<file path="src/rtl/angle_reduce_scheduler.sv">
// Round-robin scheduler sharing one mod-360 reduction/quadrant unit among NUM_REQ requesters.
// Optional macro ANGLE_REDUCE_BYPASS_EN: angles already below 360 skip the unit.
module angle_reduce_scheduler #(
  parameter int unsigned DATA_WIDTH  = 64,
  parameter int unsigned NUM_REQ     = 2,
  parameter int unsigned ID_W        = 1,
  parameter int unsigned RED_LATENCY = 2
) (
  input  logic                          clk,
  input  logic                          reset_n,
  input  logic [NUM_REQ-1:0]            req_valid,
  input  logic [NUM_REQ*DATA_WIDTH-1:0] req_angle,
  output logic [NUM_REQ-1:0]            req_ready,
  output logic                          red_en,
  output logic [DATA_WIDTH-1:0]         red_angle,
  input  logic [DATA_WIDTH-1:0]         red_result,
  input  logic [1:0]                    red_quadrant,
  output logic                          resp_valid,
  input  logic                          resp_ready,
  output logic [ID_W-1:0]               resp_id,
  output logic [DATA_WIDTH-1:0]         resp_angle,
  output logic [1:0]                    resp_quadrant,
  output logic                          busy
);

  localparam int unsigned CNT_W = (RED_LATENCY > 1) ? $clog2(RED_LATENCY) : 1;

  localparam logic [1:0] StIdle  = 2'd0;
  localparam logic [1:0] StIssue = 2'd1;
  localparam logic [1:0] StWait  = 2'd2;
  localparam logic [1:0] StResp  = 2'd3;

  logic [1:0]            state_q, state_d;
  logic [ID_W-1:0]       rr_ptr_q, rr_ptr_d;
  logic [CNT_W-1:0]      cnt_q, cnt_d;
  logic [DATA_WIDTH-1:0] red_angle_q, red_angle_d;
  logic [ID_W-1:0]       resp_id_q, resp_id_d;
  logic [DATA_WIDTH-1:0] resp_angle_q, resp_angle_d;
  logic [1:0]            resp_quadrant_q, resp_quadrant_d;

  logic                  grant_found;
  int unsigned           grant_idx;
  logic [DATA_WIDTH-1:0] sel_angle;

`ifdef ANGLE_REDUCE_BYPASS_EN
  function automatic logic [1:0] quad_of(input logic [DATA_WIDTH-1:0] a);
    if (a <= DATA_WIDTH'(90))       return 2'd0;
    else if (a <= DATA_WIDTH'(180)) return 2'd1;
    else if (a <= DATA_WIDTH'(270)) return 2'd2;
    else                            return 2'd3;
  endfunction
`endif

  // Scan downward so the smallest offset from rr_ptr wins.
  always_comb begin
    grant_found = 1'b0;
    grant_idx   = 0;
    for (int unsigned k = NUM_REQ; k > 0; k--) begin
      if (req_valid[(32'(rr_ptr_q) + k - 1) % NUM_REQ]) begin
        grant_found = 1'b1;
        grant_idx   = (32'(rr_ptr_q) + k - 1) % NUM_REQ;
      end
    end
  end

  assign sel_angle = req_angle[grant_idx*DATA_WIDTH +: DATA_WIDTH];

  always_comb begin
    req_ready = '0;
    if (reset_n && (state_q == StIdle) && grant_found) begin
      req_ready[grant_idx] = 1'b1;
    end
  end

  always_comb begin
    state_d         = state_q;
    rr_ptr_d        = rr_ptr_q;
    cnt_d           = cnt_q;
    red_angle_d     = red_angle_q;
    resp_id_d       = resp_id_q;
    resp_angle_d    = resp_angle_q;
    resp_quadrant_d = resp_quadrant_q;
    unique case (state_q)
      StIdle: begin
        if (grant_found) begin
          red_angle_d = sel_angle;
          resp_id_d   = ID_W'(grant_idx);
          state_d     = StIssue;
`ifdef ANGLE_REDUCE_BYPASS_EN
          if (sel_angle < DATA_WIDTH'(360)) begin
            resp_angle_d    = sel_angle;
            resp_quadrant_d = quad_of(sel_angle);
            state_d         = StResp;
          end
`endif
        end
      end
      StIssue: begin
        cnt_d   = CNT_W'(RED_LATENCY - 1);
        state_d = StWait;
      end
      StWait: begin
        if (cnt_q == '0) begin
          resp_angle_d    = red_result;
          resp_quadrant_d = red_quadrant;
          state_d         = StResp;
        end else begin
          cnt_d = cnt_q - CNT_W'(1);
        end
      end
      StResp: begin
        if (resp_ready) begin
          rr_ptr_d = ID_W'((32'(resp_id_q) + 1) % NUM_REQ);
          state_d  = StIdle;
        end
      end
      default: state_d = StIdle;
    endcase
  end

  always_ff @(posedge clk) begin
    if (!reset_n) begin
      state_q         <= StIdle;
      rr_ptr_q        <= '0;
      cnt_q           <= '0;
      red_angle_q     <= '0;
      resp_id_q       <= '0;
      resp_angle_q    <= '0;
      resp_quadrant_q <= '0;
    end else begin
      state_q         <= state_d;
      rr_ptr_q        <= rr_ptr_d;
      cnt_q           <= cnt_d;
      red_angle_q     <= red_angle_d;
      resp_id_q       <= resp_id_d;
      resp_angle_q    <= resp_angle_d;
      resp_quadrant_q <= resp_quadrant_d;
    end
  end

  // The unit tristates when disabled, so enable spans ISSUE through the capture edge.
  assign red_en        = (state_q == StIssue) || (state_q == StWait);
  assign red_angle     = red_angle_q;
  assign resp_valid    = (state_q == StResp);
  assign resp_id       = resp_id_q;
  assign resp_angle    = resp_angle_q;
  assign resp_quadrant = resp_quadrant_q;
  assign busy          = (state_q != StIdle);

endmodule

</file>
<file path="config.mk">
export PLATFORM = sky130hd
export DESIGN_NAME = angle_reduce_scheduler
export DESIGN_NICKNAME = d
export VERILOG_FILES = /design/src/rtl/angle_reduce_scheduler.sv
export SDC_FILE = /design/constraint.sdc
export NUM_CORES = 1
export LEC_CHECK = 0
export BUFFER_PORTS_ARGS = -buffer_cell sky130_fd_sc_hd__buf_4
export CAP_MARGIN = 20
export CORE_AREA = 2 2 131 133
export CTS_BUF_LIST = sky130_fd_sc_hd__clkbuf_4 sky130_fd_sc_hd__clkbuf_8 sky130_fd_sc_hd__clkbuf_16
export CTS_CLUSTER_DIAMETER = 60
export CTS_CLUSTER_SIZE = 8
export DETAILED_ROUTE_END_ITERATION = 10
export DIE_AREA = 0 0 133 135
export GPL_TIMING_DRIVEN = 0
export PLACE_DENSITY = 0.66
export SLEW_MARGIN = 20
export SYNTH_ARGS = -nofsm -noshare
export SYNTH_HDL_FRONTEND = slang
export SYNTH_SLANG_ARGS = --single-unit
</file>
<file path="constraint.sdc">
create_clock -name clk -period 1.55 [get_ports clk]
set_clock_uncertainty 0.15 [all_clocks]
set_input_delay 0.155 -clock clk [delete_from_list [all_inputs] [get_ports clk]]
set_output_delay 0.155 -clock clk [all_outputs]
set_load 0.01 [all_outputs]
</file>
Yosys cells after proc, flatten, opt, wreduce, memory -nomap -nowiden
Index checks and enable logic that the tools add are counted.
{"block": "totals", "register_bits": 135, "word_cells": 53, "input_bits": 199}
{"block": "op_classes", "magnitude_cmp": 4, "shift": 1, "add_sub_neg": 6, "eq_ne": 6, "reduce_logical": 11, "bitwise": 1, "muxes": 17}
{"cell": "128-bit by 33-bit variable part select with 64-bit output", "n": 1}
{"cell": "32-bit by 1-bit >= comparator with 1-bit output (second input constant)", "n": 1}
{"cell": "32-bit by 2-bit less-than comparator with 1-bit output (second input constant)", "n": 1}
{"cell": "32-bit two-way mux", "n": 1}
{"cell": "1-bit two-way mux", "n": 9}
{"cell": "2-bit two-way mux", "n": 4}
{"cell": "2-bit one-hot mux with 4 select lines", "n": 1}
{"cell": "2-bit AND reduction", "n": 3}
{"cell": "2-bit equality test (second input constant)", "n": 2}
{"cell": "1-bit by 2-bit less-than comparator with 1-bit output (second input constant)", "n": 2}
{"cell": "2-bit inequality test (second input constant)", "n": 2}
{"cell": "2-bit nonzero test", "n": 2}
{"cell": "1-bit adder (second input constant)", "n": 3}
{"cell": "1-bit logical AND", "n": 3}
{"cell": "3-bit AND reduction", "n": 1}
{"cell": "1-bit subtractor (second input constant)", "n": 3}
{"cell": "2-bit by 1-bit equality test with 1-bit output (second input constant)", "n": 1}
{"cell": "2-bit logical NOT", "n": 1}
{"cell": "2-bit by 1-bit inequality test with 1-bit output (second input constant)", "n": 1}
{"cell": "1-bit one-hot mux with 2 select lines", "n": 1}
{"cell": "1-bit demux with 1-bit select", "n": 1}
{"cell": "1-bit logical OR", "n": 1}
{"cell": "1-bit inverter", "n": 1}

Logic depth before layout (Yosys ltp)
{"block": "depth", "depth_word": 11, "ltp_mapped": 7, "depth_no_buf": 5}

Worst setup path before layout
OpenSTA, ideal clock, no wires.
{"block": "synth_timing", "path_type": "reg2out", "from": "reg state_q[0]", "to": "out req_ready[1]", "slack_ns": -0.094, "arrival_ns": 1.339, "path_buffers": 2, "t_required_ns": 1.245, "path_stages_with_launch": 8, "cell_sequence": "dfxtp_1 > inv_1 > ha_1 > o21a_2 > buf_4 > buf_4 > nand2_1 > nor3_1"}
{"block": "synth_between", "elab_chain_len": 4}
{"item": "start, declared", "line": "33", "rtl": "logic [1:0] state_q, state_d;"}
{"item": "start signal, assigned", "line": "123", "rtl": "state_q <= StIdle;"}
{"item": "start signal, assigned", "line": "131", "rtl": "state_q <= state_d;"}
{"item": "2-bit logical NOT", "line": "70", "rtl": "if (reset_n && (state_q == StIdle) && grant_found) begin"}
{"item": "1-bit logical AND (2 in a row)", "line": "70"}
{"item": "2-bit two-way mux", "line": "70"}
{"item": "end, declared", "line": "13", "rtl": "output logic [NUM_REQ-1:0] req_ready,"}
No other way between the ends.

Worst setup path in the final report
Ends and elaborated chain as after synthesis.

==> results.cfg <==
[outcome]
status = finished, violations left
violations = negative setup slack

[sta]
setup_viol = 103
slew_viol_final = 0
fmax_ghz = 0.524
final.setup.tns_ns = -13.99
fin_crit_ns = 1.91
worst_pin_slew_ns = 0.578
fin_ws_ns = -0.357
hold_viol = 0
maxSlewHeadroom_pct = 61.5
timing.final.crit_share_pct = 123
rsz0062_at_grt = yes
hold_slack_ns = 0.0752

[floorplanning]
die_h_um = 135
dieArea_um2 = 18000
start_util_pct = 34.3
core_um2 = 16400
rows = 47
io_pins = 335
die_w_um = 133

[yosys]
yosys.area.top_type_share_pct = 48.1
async_reset_ff_share_pct = 0
synthSimpleGateAreaFrac_pct = 15.9
syn_avg_cell_area_um2 = 8.10
syn_nets = 897
synth_ff_type = dfxtp_1
synth-warning-count = 0
synth_cells = 694
seq_area_frac_synth_pct = 48.1
synth_top_area_cell = dfxtp_1
synth_edf_count = 0
synth_cell_type_count = 27
synthMuxAreaShare_pct = 0.356
synth_xor_area_share_pct = 0
ys_ff_latch = 135
synth_area_leaders = dfxtp_1 48%, nand2_1 9.2%, o21ai_1 7.4%
syn-cell-area_um2 = 5620
synth_compound_area_share_pct = 28.3
synth_top_family_by_area = compound AO/OA/AOI/OAI gates
yosys.area_share.adder_pct = 0.890

[clock_tree]
cts_tree = built
cts_root_buf = clkbuf_16
clk_pin_slew_ns = 0.06
clock_latency_ns = 0.41
cts_sinks = 135
cts_inserted_buffers = 17
h-tree-depth = 4
cts_max_path_buffers = 2

[power]
p_leak_nw = 5.44
p_per_area_nw_per_um2 = 1460
ir_worst_vdd_v = 0.000793

[critical_path]
worstSetupPathType = register to output port
start_kind = register
cpMostUsedCell = buf_8
critical-path-max-stage-delay_ns = 0.32
crit_arrival_ns = 1.60
crit_required_ns = 1.24
endpoint_kind = output port
cp_cell_sequence = inv_2 > ha_4 > o21a_4 > buf_8 > buf_8 > nand2_4 > nor3_4 > buf_6
cpMaxStageDelayCell = dfxtp_2
crit_fanout = 2

[run]
max_cap_viol_count = 0

[layout]
area_delta_synth_final_pct = 119
drive_gt1_share_pct = 45.1
layout.nets = 1483
fillers = 1070
mostFrequentLayoutCell = buf_4
layout_common_cells = 349 x buf_4, 196 x dlygate4sd3_1, 133 x dfxtp_1, 95 x o21ai_1

[grt]
grt_pass1_wl_um = 38200
grt_pass1_vias = 7444
gr-total-overflow = 0
grt_max_degree = 17
grt_antenna_before_repair = 1
grtUsageTotal_pct = 26.9

[detailed_routing]
num_vias = 7623
ant_nets = 0
wire_per_inst_um = 17.9
remaining_drc_errors = 0
dr.pass1.iters = 5
wirelength_um = 27100
vias_per_cell = 5.04
drt-initial-drc-count = 347

[placed_design]
place_congestion = 0.799
dp_hpwl_um = 16300
port_buffers = 333

[worst_hold_path]
hp-class = primary input to register
[worst max-delay path, delay by kind of cell, from the launching register on]
kind	cells	cell delay, ns
fa+ha+maj	1	0.15
compound gates	1	0.13
buf+inv	4	0.41
flops	1	0.32
simple gates	2	0.19
[through the flow]
| stage | cells | power (mW) | cell area (µm²) | utilization [%] | setup slack (ns) |
|---|---|---|---|---|---|
| 3_5_place_dp | 1247 | 10.4 | 8420 | 51.3 | -0.289 |
| 5_1_grt | 1511 | 18.8 | 12300 | 75.0 | -0.411 |
| 4_1_cts | 1496 | 16.4 | 11500 | 70.3 | -0.374 |
| 6_report | 1513 | 18.0 | 12300 | 75.0 | -0.357 |
| 2_1_floorplan | 694 | 7.68 | 5640 | - | 0.00213 |
| 3_3_place_gp | 1247 | 10.4 | 8420 | 51.3 | -0.290 |
[final cells by class]
cell class	instances	area, µm²	share of cell area (%)
flip-flops and latches	135	2710	22.0
plain buffers	69	564	4.59
multi-input cells	483	3060	24.8
clock inverters	12	178	1.44
inverters	5	21.3	0.173
well taps	220	275	2.24
clock buffers	18	433	3.52
repair buffers	569	5070	41.2
diodes	2	5.00	0.0407
[worst paths after layout]
path,start,cells past startpoint,slack [ns],to
setup / recovery,state_q[0]$_SDFFE_PN0P_,8,-0.36,req_ready[1]
hold / removal,reset_n,3,0.08,red_angle[23]$_SDFFE_PN0P_
hold reg to reg,resp_angle[61]$_SDFFE_PN0P_,2,0.30,resp_angle[61]$_SDFFE_PN0P_
setup reg to reg,state_q[0]$_SDFFE_PN0P_,10,-0.30,resp_angle[56]$_SDFFE_PN0P_
[Yosys cell counts (2+ instances only)]
| library cell | instances |
|---|---|
| a21boi_0 | 26 |
| a21boi_1 | 40 |
| a31oi_1 | 64 |
| and2b_1 | 2 |
| buf_2 | 37 |
| buf_4 | 7 |
| clkbuf_1 | 23 |
| clkbuf_2 | 4 |
| dfxtp_1 | 135 |
| ha_1 | 4 |
| inv_1 | 4 |
| mux2i_1 | 2 |
| nand2_1 | 138 |
| nand2b_1 | 2 |
| nand3_1 | 64 |
| nor2_1 | 2 |
| nor3_1 | 2 |
| o21a_1 | 2 |
| o21ai_0 | 46 |
| o21ai_1 | 83 |
[cell families after synthesis]
kind of cell / Yosys count
AO/OA/AOI/OAI: 265
AND/OR/NAND/NOR: 212
flip-flops: 135
buffers and inverters: 76
adder cells (fa/ha/maj): 4
multiplexers: 2
[per-layer routing]
metal	global-route usage [%]	vias up	part of all wire [%]
met3	6.79	73	6.9
li1	-	3623	-
met2	47.8	368	50
met4	10.6	0	2.9
met1	31.0	3559	40
met5	0	-	0
[flip-flops by register name (all words and copies together), names as in the netlist]
| name | flops |
|---|---|
| cnt_q | 1 |
| resp_id | 1 |
| rr_ptr_q | 1 |
| resp_quadrant | 2 |
| red_angle | 64 |
| state_q | 2 |
| resp_angle | 64 |
[where the power goes]
group	switching, mW	internal [mW]	leakage [nW]
Sequential	0.559	4.39	1.11
Clock	1.60	2.70	0.300
Combinational	4.09	4.63	4.03
Total	6.25	11.7	5.44
[repair_timing]
item,CTS,global route
hold buffers,196,0
pin swaps,5,79
resized for setup,92,207
hold endpoints to repair,131,0
setup endpoints to repair,126,132
setup buffers,16,14
gates cloned,7,7
Note: power is estimated with default switching activity, not from simulation.
